==> config.mk <==
export PLATFORM = sky130hd
export DESIGN_NAME = booth_seq_mult_flat
export DESIGN_NICKNAME = d
export VERILOG_FILES = /design/src/rtl/booth_seq_mult_if.sv /design/src/rtl/booth_seq_mult.sv /design/src/flat_wrapper.sv
export SDC_FILE = /design/constraint.sdc
export NUM_CORES = 1
export LEC_CHECK = 0
export BUFFER_PORTS_ARGS = -buffer_cell sky130_fd_sc_hd__buf_2
export CORE_MARGIN = 5
export CORE_UTILIZATION = 30
export CTS_CLUSTER_DIAMETER = 80
export CTS_CLUSTER_SIZE = 12
export DETAILED_ROUTE_END_ITERATION = 7
export PLACE_DENSITY = 0.51
export SYNTH_ARGS = -nofsm -noshare
export SYNTH_HDL_FRONTEND = slang
export SYNTH_SLANG_ARGS = --single-unit
export TNS_END_PERCENT = 5
==> constraint.sdc <==
create_clock -name clk -period 9.12 [get_ports clk]
set_input_delay 0.912 -clock clk [delete_from_list [all_inputs] [get_ports clk]]
set_output_delay 0.912 -clock clk [all_outputs]
set_load 0.01 [all_outputs]
==> src/rtl/booth_seq_mult_if.sv <==
// Handshake bundle for the sequential Booth multiplier: one operand channel
// in, one product channel out, plus a busy indicator.
interface booth_seq_mult_if #(
    parameter int WIDTH = 16
);
    logic                 in_valid;
    logic                 in_ready;
    logic [WIDTH-1:0]     in_m;
    logic [WIDTH-1:0]     in_r;
    logic                 out_valid;
    logic                 out_ready;
    logic [2*WIDTH-1:0]   out_p;
    logic                 busy;

    // Producer of operands / consumer of products
    modport master (
        output in_valid, in_m, in_r, out_ready,
        input  in_ready, out_valid, out_p, busy
    );

    // The multiplier itself
    modport slave (
        input  in_valid, in_m, in_r, out_ready,
        output in_ready, out_valid, out_p, busy
    );
endinterface

==> src/rtl/booth_seq_mult.sv <==
// Iterative radix-2 Booth multiplier: one Booth digit per cycle over WIDTH
// cycles, accumulating a full 2*WIDTH-bit signed product in shift-left form.
module booth_seq_mult #(
    parameter int WIDTH = 16
) (
    input  logic               clk,
    input  logic               rst_n,
    booth_seq_mult_if.slave    bus
);
    localparam int CW = $clog2(WIDTH);
    localparam int PW = 2 * WIDTH;

    typedef enum logic [1:0] {
        IDLE = 2'd0,
        RUN  = 2'd1,
        DONE = 2'd2
    } state_t;

    state_t          state_q, state_d;
    logic [WIDTH-1:0] m_q, m_d;
    logic [WIDTH-1:0] r_q, r_d;
    logic [PW-1:0]    acc_q, acc_d;
    logic [PW-1:0]    p_q, p_d;
    logic             prev_q, prev_d;
    logic [CW-1:0]    cnt_q, cnt_d;

    // Multiplicand sign-extended to the full product width and weighted by
    // the current digit position; 2*WIDTH bits covers M = -2^(WIDTH-1)
    // negated at any shift, so the final product is exact.
    logic [PW-1:0]    addend;
    logic [PW-1:0]    acc_nxt;
    logic             r_bit;

    // State register and datapath flops
    always_ff @(posedge clk or negedge rst_n) begin
        if (!rst_n) begin
            state_q <= IDLE;
            m_q     <= '0;
            r_q     <= '0;
            acc_q   <= '0;
            p_q     <= '0;
            prev_q  <= 1'b0;
            cnt_q   <= '0;
        end else begin
            state_q <= state_d;
            m_q     <= m_d;
            r_q     <= r_d;
            acc_q   <= acc_d;
            p_q     <= p_d;
            prev_q  <= prev_d;
            cnt_q   <= cnt_d;
        end
    end

    // Next-state and Booth digit accumulation
    always_comb begin
        state_d = state_q;
        m_d     = m_q;
        r_d     = r_q;
        acc_d   = acc_q;
        p_d     = p_q;
        prev_d  = prev_q;
        cnt_d   = cnt_q;
        addend  = {{WIDTH{m_q[WIDTH-1]}}, m_q} << cnt_q;
        r_bit   = r_q[cnt_q];
        acc_nxt = acc_q;

        unique case ({r_bit, prev_q})
            2'b01:   acc_nxt = acc_q + addend;
            2'b10:   acc_nxt = acc_q - addend;
            default: acc_nxt = acc_q;
        endcase

        unique case (state_q)
            IDLE: begin
                if (bus.in_valid) begin
                    m_d     = bus.in_m;
                    r_d     = bus.in_r;
                    acc_d   = '0;
                    prev_d  = 1'b0;
                    cnt_d   = '0;
                    state_d = RUN;
                end
            end
            RUN: begin
                acc_d  = acc_nxt;
                prev_d = r_bit;
                cnt_d  = cnt_q + CW'(1);
                // Exit is tested on the old count, before it can wrap.
                if (cnt_q == CW'(WIDTH - 1)) begin
                    p_d     = acc_nxt;
                    state_d = DONE;
                end
            end
            DONE: begin
                if (bus.out_ready) begin
                    state_d = IDLE;
                end
            end
            default: state_d = IDLE;
        endcase
    end

    // All handshake outputs decode from registered state only.
    assign bus.in_ready  = (state_q == IDLE);
    assign bus.out_valid = (state_q == DONE);
    assign bus.busy      = (state_q != IDLE);
    assign bus.out_p     = p_q;
endmodule

==> src/flat_wrapper.sv <==
// flat-port wrapper written by rule: the top's interface ports become plain ports
module booth_seq_mult_flat 
#(
    parameter int WIDTH = 16
)
  (clk, rst_n, bus_in_valid, bus_in_m, bus_in_r, bus_out_ready, bus_in_ready, bus_out_valid, bus_out_p, bus_busy);
  booth_seq_mult_if #(.WIDTH(WIDTH)) bus_i ();
  input  logic clk;
  input  logic rst_n;
  input wire logic [$bits(bus_i.in_valid)-1:0] bus_in_valid;
  input wire logic [$bits(bus_i.in_m)-1:0] bus_in_m;
  input wire logic [$bits(bus_i.in_r)-1:0] bus_in_r;
  input wire logic [$bits(bus_i.out_ready)-1:0] bus_out_ready;
  output wire logic [$bits(bus_i.in_ready)-1:0] bus_in_ready;
  output wire logic [$bits(bus_i.out_valid)-1:0] bus_out_valid;
  output wire logic [$bits(bus_i.out_p)-1:0] bus_out_p;
  output wire logic [$bits(bus_i.busy)-1:0] bus_busy;
  assign bus_i.in_valid = bus_in_valid;
  assign bus_i.in_m = bus_in_m;
  assign bus_i.in_r = bus_in_r;
  assign bus_i.out_ready = bus_out_ready;
  assign bus_in_ready = bus_i.in_ready;
  assign bus_out_valid = bus_i.out_valid;
  assign bus_out_p = bus_i.out_p;
  assign bus_busy = bus_i.busy;
  booth_seq_mult #(.WIDTH(WIDTH)) u_core (.clk(clk), .rst_n(rst_n), .bus(bus_i));
endmodule
# Yosys cells after proc, flatten, opt, wreduce, memory -nomap -nowiden
# Index checks and enable logic that the tools add are counted.
word_totals:
  in_bits: 36
  regBits: 103
  output_inout_bits: 35
classes:
  shifts: 1
  order_cmp: 1
  muxes: 13
  reduce_logical: 7
  n_eq_ne: 8
  addsub: 3
op_table:
  columns: ["op", "count"]
  rows:
  - ["32-bit case mux with 2 select lines", 2]
  - ["32-bit adder", 1]
  - ["32-bit 2-to-1 mux", 1]
  - ["32-bit by 4-bit << shifter with 32-bit output", 1]
  - ["32-bit subtractor", 1]
  - ["4-bit case mux with 2 select lines", 1]
  - ["2-bit 2-to-1 mux", 3]
  - ["2-bit case mux with 3 select lines", 1]
  - ["2-bit AND reduction", 3]
  - ["4-bit by 5-bit < comparator with 1-bit output, second input constant", 1]
  - ["4-bit by 1-bit adder with 4-bit output, second input constant", 1]
  - ["1-bit binary-select mux with 4-bit select", 1]
  - ["2-bit by 1-bit == test with 1-bit output, second input constant", 2]
  - ["2-bit == test, second input constant", 2]
  - ["4-bit == test, second input constant", 1]
  - ["4-bit 2-to-1 mux", 1]
  - ["2-bit != test, second input constant", 2]
  - ["2-bit nonzero test", 2]
  - ["3-bit AND reduction", 1]
  - ["2-bit zero test", 1]
  - ["1-bit 2-to-1 mux", 2]
  - ["2-bit by 1-bit != test with 1-bit output, second input constant", 1]
  - ["1-bit case mux with 2 select lines", 1]

# Longest topological paths before layout
# Gate-level depths: netlist of the first run.
depth:
  word_depth: 5
  mapped_depth: 30
  depth_no_buf: 23

# Worst setup path before layout of the first run
# No wires, ideal clock.
synth_timing:
  kind: "reg2reg"
  startpoint: "reg u_core.cnt_q[0]"
  endpoint: "reg u_core.p_q[31], in the netlist u_core.bus.out_p[31]"
  slack_ps: 3221
  arrival_ps: 5817
  setup_ps: 82
  required_time_ps: 9038
  path_stages_with_launch: 27
  cell_sequence: "dfrtp_1 > buf_6 > buf_6 > buf_6 > clkbuf_1 > buf_1 > mux4_2 > a22oi_1 > nand2_1 > ha_1 > clkbuf_1 > a41o_1 > nor2b_1 > nor2b_1 > and2_1 > a21oi_1 > xor2_1 > ha_1 > clkbuf_1 > nand3_1 > or2_2 > o32ai_1 > a21oi_1 > a211o_1 > and3_1 > or4_1 > a31oi_1"
synth_via:
  elab_chain_cells: 4
synth_lines:
  columns: ["element", "line_no", "source"]
  rows:
  - ["start: declaration", "booth_seq_mult.sv:25", "logic [CW-1:0] cnt_q, cnt_d;"]
  - ["start signal: assignment", "booth_seq_mult.sv:51", "cnt_q <= cnt_d;"]
  - ["parallel branches: the longest is 4 deep, another holds 32-bit subtractor", null, null]
  - ["end signal: assignment", "booth_seq_mult.sv:49", "p_q <= p_d;"]
  - ["end: declaration", "booth_seq_mult.sv:23", "logic [PW-1:0] p_q, p_d;"]
# Several ways; the timed one is not identified. The select of a mux whose other input is x is not followed.
# A chain may end at the register's enable or synchronous reset.

# Final worst setup path of the first run
layout_timing:
  startpoint: "reg u_core.cnt_q[0]"
  endpoint: "reg u_core.acc_q[31]"
layout_via:
  elab_chain_cells: 5
layout_lines:
  columns: ["element", "line_no", "source"]
  rows:
  - ["parallel branches: the longest is 3 deep, another holds 32-bit subtractor", null, null]
  - ["32-bit case mux with 2 select lines *", "booth_seq_mult.sv:68", "unique case ({r_bit, prev_q})"]
  - ["32-bit case mux with 2 select lines *", "booth_seq_mult.sv:74", "unique case (state_q)"]
  - ["end signal: assignment", "booth_seq_mult.sv:40", "acc_q <= '0;"]
  - ["end signal: assignment", "booth_seq_mult.sv:48", "acc_q <= acc_d;"]
  - ["end: declaration", "booth_seq_mult.sv:22", "logic [PW-1:0] acc_q, acc_d;"]
# Mark *: on every way between the ends. The select of a mux whose other input is x is not followed.

==> results.cfg, run 1 <==
[status]
status = completed

[setup_path]
crit_start = u_core.cnt_q[0]$_DFFE_PN0P_
r2r_slack_ps = 2760
critPathArrivalTime_ps = 6660
crit_path_end_kind = flop
critical_path_class = reg2reg
regToRegEndpoint = u_core.acc_q[31]$_DFFE_PN0P_
worstRegToRegCells = 19
crit_required_ps = 9420
critPathCapture = u_core.acc_q[31]$_DFFE_PN0P_
path_max_fanout = 36
r2r_start = u_core.cnt_q[0]$_DFFE_PN0P_
start_kind = flop

[floorplanning]
num_rows = 59
die_y_um = 174
core-area_um2 = 26200
num_io_pins = 71
die_x_um = 174
dieArea_um2 = 30100
start_util_pct = 30.6

[yosys]
synth_edf_count = 0
synth_top_family_by_area = compound AO/OA/AOI/OAI gates
synth_flop_cell = dfrtp_1
syn-num-nets = 953
synth_mux_area_share_pct = 15.6
async_flop_share_pct = 100
yosysWarnings = 0
synthSimpleGateAreaFrac_pct = 15.2
syn_area_um2 = 8020
synth_cells = 882
synth_compound_area_share_pct = 21.5
yosysSeqAreaShare_pct = 32.1
synthAdderAreaFrac_pct = 5.55
avgSynthCellArea_um2 = 9.09
synth_xor_area_share_pct = 5.79
ys_ff_latch = 103
yosysUniqueCellTypes = 71

[sta]
fin_crit_sh_pct = 69.7
relSlewSlack_pct = 34.6
final_hold_viol_count = 0
tightestPinTransition_ps = 978
grt_setup_unrepaired = false
setup_violations = 0
tns_ps = 0
maxSlewViolCount = 0
fin_crit_ps = 6360
timing.fmax_mhz = 157
clock_skew_ps = 8.42

[final_layout]
nets = 988
diodes = 0
drive_above_1_share_pct = 17.9
final_area_um2 = 8920
syn2layout_area_growth_pct = 11.2
layout.cells.most_common = dfrtp_1
fin_util_pct = 34.0
layout_common_cells = 102 x dfrtp_1, 82 x nand2_1, 69 x buf_2, 64 x o21ai_0

[global_route]
track_usage_pct = 14.5
overflow = 0
grt_max_degree = 56
grt_pass1_wl_um = 35900
antenna_found_initial = 0
grt_pass1_vias = 6507

[clocking]
cts_root_buffer = clkbuf_16
cts_tree = yes
ctsHtreeMaxLevel = 3
cts.sinks = 103
clk_pin_slew_ps = 70
cts_resized = 0
cts_setup_buffers = 0
worstSkewPairLatency_ps = 360
ctsHoldBuffers = 0
cts_buffers = 9
cts_max_path_buffers = 2

[route]
wire_per_inst_um = 17.4
viasPerCell = 5.32
drtIter0Drc = 564
vias = 6681
finalWirelength_um = 21900
drc_errors = 0
first_pass_iters = 4
final_antenna_net_count = 0

[placed_design]
place_hpwl_um = 15900
dpl_cell_area_um2 = 8640
numPortBuffers = 70
place.gp.congestion = 0.846

[flow_run]
max_cap_violations = 0

[worst_hold_path]
hp-class = reg2reg
final cells by class:
cell class / count / area (um^2)
inverter: 26 / 97.6
multi-input combinational: 696 / 5110
timing repair buffer: 81 / 435
clock buffer: 11 / 233
fill: 2777 / 17300
clock inverter: 5 / 43.8
tap: 335 / 419
sequential: 103 / 2580
how the worst min path moves through the flow:
| stage | slack, ps | endpoint | start | depth (start not counted) |
|---|---|---|---|---|
| global route | 510 | u_core.bus.out_p[21]$_DFFE_PN0P_ | u_core.bus.out_p[21]$_DFFE_PN0P_ | 2 |
| detailed placement | 470 | u_core.bus.out_p[7]$_DFFE_PN0P_ | u_core.bus.out_p[7]$_DFFE_PN0P_ | 2 |
| global placement | 460 | u_core.bus.out_p[7]$_DFFE_PN0P_ | u_core.bus.out_p[7]$_DFFE_PN0P_ | 2 |
| finish | 480 | u_core.bus.out_p[0]$_DFFE_PN0P_ | u_core.bus.out_p[0]$_DFFE_PN0P_ | 2 |
| CTS | 480 | u_core.bus.out_p[7]$_DFFE_PN0P_ | u_core.bus.out_p[7]$_DFFE_PN0P_ | 2 |
| floorplan | 470 | u_core.acc_q[24]$_DFFE_PN0P_ | u_core.acc_q[24]$_DFFE_PN0P_ | 2 |
sequential cells by signal (all words and copies together), names as in the netlist:
signal            flops
u_core.r_q           16
u_core.bus.out_p     32
u_core.acc_q         32
u_core.m_q           16
u_core.prev_q         1
u_core.state_q        2
u_core.cnt_q          4
cell families (layout without fill, tap and decap cells):
| group | after synthesis | after routing |
|---|---|---|
| AOI/OAI and AO/OA | 262 | 262 |
| xor gates and xnor gates | 53 | 53 |
| adders and majority gates | 35 | 35 |
| muxes | 99 | 99 |
| and+or+nand+nor | 247 | 247 |
| buffers and inverters | 83 | 123 |
| DFF | 103 | 103 |
synthesized netlist by cell type, drive strengths merged (8+ instances only):
| library cell | count | share of area, % |
|---|---|---|
| a21oi | 54 | 3.4 |
| nor2b | 8 | 0.62 |
| xnor2 | 28 | 3.1 |
| clkbuf | 35 | 1.6 |
| mux2 | 40 | 5.6 |
| nand3 | 19 | 1.2 |
| a21o | 19 | 1.8 |
| o21ai | 64 | 4.0 |
| and3 | 10 | 0.78 |
| ha | 34 | 5.3 |
| inv | 26 | 1.2 |
| dfrtp | 103 | 32 |
| o31ai | 11 | 1.0 |
| nand2 | 83 | 3.9 |
| mux4 | 17 | 4.8 |
| a22o | 18 | 2.0 |
| o21a | 13 | 1.2 |
| nand2b | 9 | 0.70 |
| buf | 22 | 1.4 |
| nor2 | 55 | 2.6 |
| xor2 | 25 | 2.7 |
| nor3 | 17 | 1.1 |
| nand3b | 8 | 0.75 |
| mux2i | 42 | 5.2 |
| a31oi | 17 | 1.3 |
routing by layer:
layer  vias to the layer above  part of all wire, %  GRT usage, %
met4                         0                 0.95          3.03
met5                         -                    0             0
met1                      3201                   51          21.7
met3                        15                  4.2          2.66
li1                       3331                    -             -
met2                       134                   44          21.9
worst max-delay path, cell delays in order (launching register included):
cell,delay (ps)
dfrtp_2,600
buf_4,520
mux4_2,620
or2_1,230
a32o_1,290
or4_1,570
nor2b_1,170
nor2b_1,430
and2_1,230
a21oi_1,90
xor2_1,190
ha_1,450
nand3_1,130
or2_2,320
o32ai_1,270
a21oi_1,100
a211o_1,310
and3_1,200
or4b_1,470
nand3_1,90
through the flow:
step	setup slack, ps	std cells	hold slack [ps]
2_1_floorplan	3220	882	469
3_3_place_gp	2900	1241	460
3_5_place_dp	2790	1241	467
4_1_cts	2770	1257	484
5_1_grt	2300	1257	509
6_report	2760	1257	476
Power of run 1 is not shown: default switching activity piles up to over one toggle a cycle in this logic, so the estimate is an artifact.
==> run 2, diff against run 1 <==
Settings changed: ABC_AREA set to 1, PLACE_DENSITY 0.51 to 0.53.
Clock period 9.12 ns to 5.1 ns, I/O delays scaled along.
==> run 2 against run 1 <==
- non-clock buffer count up 5
- core utilization up 0.068 points
- critical endpoint is now u_core.acc_q[20]$_DFFE_PN0P_
- critical path type unchanged
- flip-flop and latch count unchanged
- cell count up 18%
- clock skew about the same
- register-to-register slack worse by 2100 ps
- critical path depth up 2
- setup slack worse by 2100 ps
- global-route usage about the same
==> results.cfg, run 2 <==
[setup_path]
critPathArrivalTime_ps = 4720
crit_required_ps = 5330
worstRegToRegCells = 21
worst_path_max_delay_cell = dfrtp_2
critical_path_class = reg2reg
r2r_slack_ps = 620
crit_path_end_kind = flop
slowest_delay_ps = 500
r2r_start = u_core.cnt_q[0]$_DFFE_PN0P_
crit_start = u_core.cnt_q[0]$_DFFE_PN0P_
path_cells = inv_6 > o21ai_0 > o22ai_1 > o21ai_0 > o21ai_0 > ha_1 > buf_4 > nand2_1 > o21ai_0 > inv_1 > fa_1 > inv_1 > nand2_1 > a21oi_1 > a21oi_1 > o21ai_0 > a21oi_1 > o21ai_0 > xor2_1 > o21ai_0 > o21ai_0
critPathCapture = u_core.acc_q[20]$_DFFE_PN0P_
cp.depth = 21
path_max_fanout = 28
regToRegEndpoint = u_core.acc_q[20]$_DFFE_PN0P_
start_kind = flop
crit_buf_inv = 4
crit_family = compound AO/OA/AOI/OAI gates
cp_common_cell = o21ai_0

[sta]
timing.fmax_mhz = 223
maxSlewViolCount = 0
tightestPinTransition_ps = 783
holdWs_ps = 176
fin_crit_sh_pct = 87.9
fin_crit_ps = 4480
clock_skew_ps = 7.97
setup_violations = 0
tns_ps = 0
relSlewSlack_pct = 47.8
final_hold_viol_count = 0
grt_setup_unrepaired = false

[yosys]
syn-num-nets = 1162
yosysWarnings = 0
async_flop_share_pct = 100
synth_top_area_share_pct = 32.4
synth_common_cells = 281 x nand2_1, 105 x o21ai_0, 103 x dfrtp_1
yosysMostFrequentCell = nand2_1
synth_flop_cell = dfrtp_1
avgSynthCellArea_um2 = 7.28
ys_top_cells_by_area = dfrtp_1 32%, nand2_1 13%, o21ai_0 6.6%
synth_edf_count = 0
synth_cells = 1091
yosysSeqAreaShare_pct = 32.4
yosysUniqueCellTypes = 53
syn_area_um2 = 7950
ys_ff_latch = 103
yosysTopAreaCell = dfrtp_1

[final_layout]
drive_above_1_share_pct = 18.2
layout_common_cells = 281 x nand2_1, 105 x o21ai_0, 102 x dfrtp_1, 96 x nand3_1, 84 x nor2_1
syn2layout_area_growth_pct = 11.8
diodes = 0
layout.cells.most_common = nand2_1
nets = 1215

[flow_run]
max_cap_violations = 0

[global_route]
grt_max_degree = 54
antenna_found_initial = 0
overflow = 0
grt_pass1_vias = 7134
track_usage_pct = 14.5
grt_pass1_wl_um = 36900

[route]
first_pass_iters = 6
drtIter0Drc = 324
drc_errors = 0
finalWirelength_um = 21600
final_antenna_net_count = 0
viasPerCell = 4.90
vias = 7275
wire_per_inst_um = 14.6

[clocking]
cts.sinks = 103
ctsHtreeMaxLevel = 3
cts_setup_buffers = 0
worstSkewPairLatency_ps = 360
cts_root_buffer = clkbuf_16
cts_resized = 0
clk_pin_slew_ps = 80
cts_tree = yes
ctsHoldBuffers = 0
cts_max_path_buffers = 2
cts_buffers = 9

[floorplanning]
core-area_um2 = 26100
die_x_um = 173
start_util_pct = 30.5
num_io_pins = 71
dieArea_um2 = 29800
die_y_um = 173
num_rows = 59

[worst_hold_path]
hp-class = in2async

[status]
status = completed

[placed_design]
numPortBuffers = 70
place_hpwl_um = 16800
place.gp.congestion = 0.889
-- run 2: kinds of logic (layout without fill, tap and decap cells) --
group | after synthesis | after routing | synth area share, %
DFF | 103 | 103 | 32.4
muxes | 31 | 31 | 4.39
AOI/OAI and AO/OA | 208 | 208 | 14.4
buffers and inverters | 137 | 195 | 7.54
xor gates and xnor gates | 38 | 38 | 4.28
and+or+nand+nor | 539 | 539 | 31.3
adders and majority gates | 35 | 35 | 5.61
-- run 2: final cells by class --
class	instances	area, um^2
Clock buffer	10	239
Clock inverter	6	51.3
Fill cell	2809	17200
Inverter	93	354
Multi-Input combinational cell	851	4770
Sequential cell	103	2580
Tap cell	335	419
Timing Repair Buffer	86	473
-- run 2: worst min-delay path by stage --
stage                                         start                               to  cells after the start
finish                                        rst_n        u_core.r_q[8]$_DFFE_PN0P_                      1
global route                                  rst_n        u_core.r_q[2]$_DFFE_PN0P_                      1
CTS                                           rst_n        u_core.r_q[8]$_DFFE_PN0P_                      1
detailed placement  u_core.bus.out_p[1]$_DFFE_PN0P_  u_core.bus.out_p[1]$_DFFE_PN0P_                      2
global placement    u_core.bus.out_p[1]$_DFFE_PN0P_  u_core.bus.out_p[1]$_DFFE_PN0P_                      2
floorplan                                     rst_n      u_core.acc_q[0]$_DFFE_PN0P_                      0
-- run 2: worst reg2reg max path: stages, from the launching register on --
cell and delay (ps):
dfrtp_2 500, inv_6 240, o21ai_0 120, o22ai_1 120
o21ai_0 80, o21ai_0 310, ha_1 240, buf_4 210
nand2_1 70, o21ai_0 110, inv_1 90, fa_1 400
inv_1 80, nand2_1 60, a21oi_1 240, a21oi_1 180
o21ai_0 270, a21oi_1 120, o21ai_0 380, xor2_1 170
o21ai_0 240, o21ai_0 120
-- run 2: stage by stage --
stage | utilization [%] | cell area [um^2] | worst slack, ps | std cells
after floorplan | - | 7950 | 735 | 1091
after global placement | 33.0 | 8590 | 652 | 1468
after detailed placement | 33.0 | 8590 | 532 | 1468
after CTS | 34.1 | 8880 | 503 | 1484
after global routing | 34.1 | 8880 | 115 | 1484
final | 34.1 | 8880 | 618 | 1484
-- run 2: routing by layer --
layer | vias to the layer above | routed length [um] | track usage [%] | part of all wire [%]
li1 | 3749 | - | - | -
met1 | 3385 | 10900 | 21.1 | 50
met2 | 127 | 9740 | 23.1 | 45
met3 | 14 | 828 | 2.21 | 3.8
met4 | 0 | 219 | 2.75 | 1.0
met5 | - | 0 | 0 | 0
Power of run 2 is left out for the same reason.
==> run 3, diff against run 2 <==
Settings changed: CORE_ASPECT_RATIO set to 0.9, PLACE_DENSITY 0.53 to 0.51.
Clock period 5.1 ns to 4.3 ns, I/O delays scaled along.
==> run 3 against run 2 <==
- setup slack got worse by 570 ps
- hold slack lost 150 ps
- register-to-register slack got worse by 570 ps
- fmax up 5.3%
- critical path depth is 9 higher
- cell count grew 4.3%
==> results.cfg, run 3 (synthesized netlist as in run 2, its figures left out) <==
[setup_path]
r2r_slack_ps = 40
slowest_delay_ps = 490
critPathArrivalTime_ps = 4560
path_max_fanout = 6
worst_path_max_delay_cell = dfrtp_2
crit_required_ps = 4600
crit_start = u_core.cnt_q[0]$_DFFE_PN0P_
cp_common_cell = nand2_2
regToRegEndpoint = u_core.acc_q[30]$_DFFE_PN0P_
worstRegToRegCells = 30
crit_path_end_kind = flop
critPathCapture = u_core.acc_q[30]$_DFFE_PN0P_
critical_path_class = reg2reg
r2r_start = u_core.cnt_q[0]$_DFFE_PN0P_
start_kind = flop

[clocking]
cts_tree = yes
cts_root_buffer = clkbuf_16
ctsHoldBuffers = 0
cts_buffers = 9
clk_pin_slew_ps = 90
cts_max_path_buffers = 2
ctsHtreeMaxLevel = 3
cts.sinks = 103
worstSkewPairLatency_ps = 370

[global_route]
overflow = 0
antenna_found_initial = 0
grt_max_degree = 48
grt_pass1_vias = 7375
track_usage_pct = 15.6
grt_pass1_wl_um = 38100

[route]
vias = 7471
wl_met1_um = 11800
wire_per_inst_um = 15.2
route.met3.wl_um = 793
topRoutingLayerUsed = met4
final_antenna_net_count = 0
drtIter0Drc = 307
first_pass_iters = 5
dr_wl_met2_um = 10600
drc_errors = 0
finalWirelength_um = 23500
viasPerCell = 4.83

[floorplanning]
dieArea_um2 = 29800
num_rows = 56
die_y_um = 164
num_io_pins = 71
core-area_um2 = 26100
die_x_um = 182
start_util_pct = 30.5

[placed_design]
place_hpwl_um = 17500
place.gp.congestion = 0.923
numPortBuffers = 70

[status]
status = completed

[sta]
relSlewSlack_pct = 43.6
final_hold_viol_count = 0
timing.fmax_mhz = 235
tightestPinTransition_ps = 844
clock_skew_ps = 16.5
maxSlewViolCount = 0
fin_crit_sh_pct = 99.0
grt_setup_unrepaired = true
setup_violations = 0
fin_crit_ps = 4260
tns_ps = 0

[flow_run]
max_cap_violations = 0

[final_layout]
layout_common_cells = 270 x nand2_1, 101 x dfrtp_1, 92 x o21ai_0, 91 x nand3_1, 79 x inv_1
diodes = 0
syn2layout_area_growth_pct = 20.8
drive_above_1_share_pct = 26.6
nets = 1266
layout.cells.most_common = nand2_1

[worst_hold_path]
hp-class = in2async
run 3: cell types whose count changed in the layout (fill, tap and decap cells not counted), sizes merged:
cell,delta
clkinvlp,+2
buf,+50
clkinv,-1
run 3: what timing repair did:
action                                  in CTS  in global routing
resized for setup                            3                 86
pin swaps                                    0                 32
endpoints found under the setup margin       4                 44
setup buffers                                0                 22
cloned                                       0                  0
run 3: critical path, delay by kind of cell, from the launching register on:
kind,cells,cell delay [ps]
AND/OR/NAND/NOR,22,2370
XOR/XNOR,1,140
flip-flops,1,490
AO/OA/AOI/OAI,3,420
buffers and inverters,2,220
adder cells (fa/ha/maj),2,530
run 3: cell type report:
cell class / count / area, um^2
Clock inverter: 7 / 66.3
Fill cell: 2809 / 16500
Tap cell: 348 / 435
Inverter: 93 / 363
Clock buffer: 9 / 225
Sequential cell: 103 / 2580
Multi-Input combinational cell: 851 / 5040
Timing Repair Buffer: 137 / 895
run 3: worst min path at each step:
| stage | from | cells after the start | end | slack, ps |
|---|---|---|---|---|
| 6_report | rst_n | 1 | u_core.m_q[3]$_DFFE_PN0P_ | 30 |
| 5_1_grt | rst_n | 1 | u_core.m_q[3]$_DFFE_PN0P_ | 70 |
| 4_1_cts | rst_n | 1 | u_core.m_q[3]$_DFFE_PN0P_ | 50 |
| 3_5_place_dp | rst_n | 1 | u_core.m_q[2]$_DFFE_PN0P_ | 450 |
| 3_3_place_gp | rst_n | 1 | u_core.m_q[2]$_DFFE_PN0P_ | 450 |
| 2_1_floorplan | rst_n | 0 | u_core.acc_q[0]$_DFFE_PN0P_ | 130 |
run 3: metrics by stage:
stage	utilization [%]	hold WS [ps]	setup slack [ps]	cell area, um^2	cells
finish	36.8	25.8	44.6	9600	1548
global route	36.8	70.7	-338	9600	1548
global placement	34.0	446	91.3	8860	1510
floorplan	-	134	76.9	7950	1091
CTS	35.1	51.3	14.2	9160	1526
detailed placement	34.0	445	-18.3	8860	1510
run 3: routing by layer:
layer,GRT usage [%],vias to the layer above
li1,-,3836
met1,21.8,3483
met2,25.3,129
met3,2.53,23
met4,3.58,0
met5,0,-
Power of run 3 is left out for the same reason.
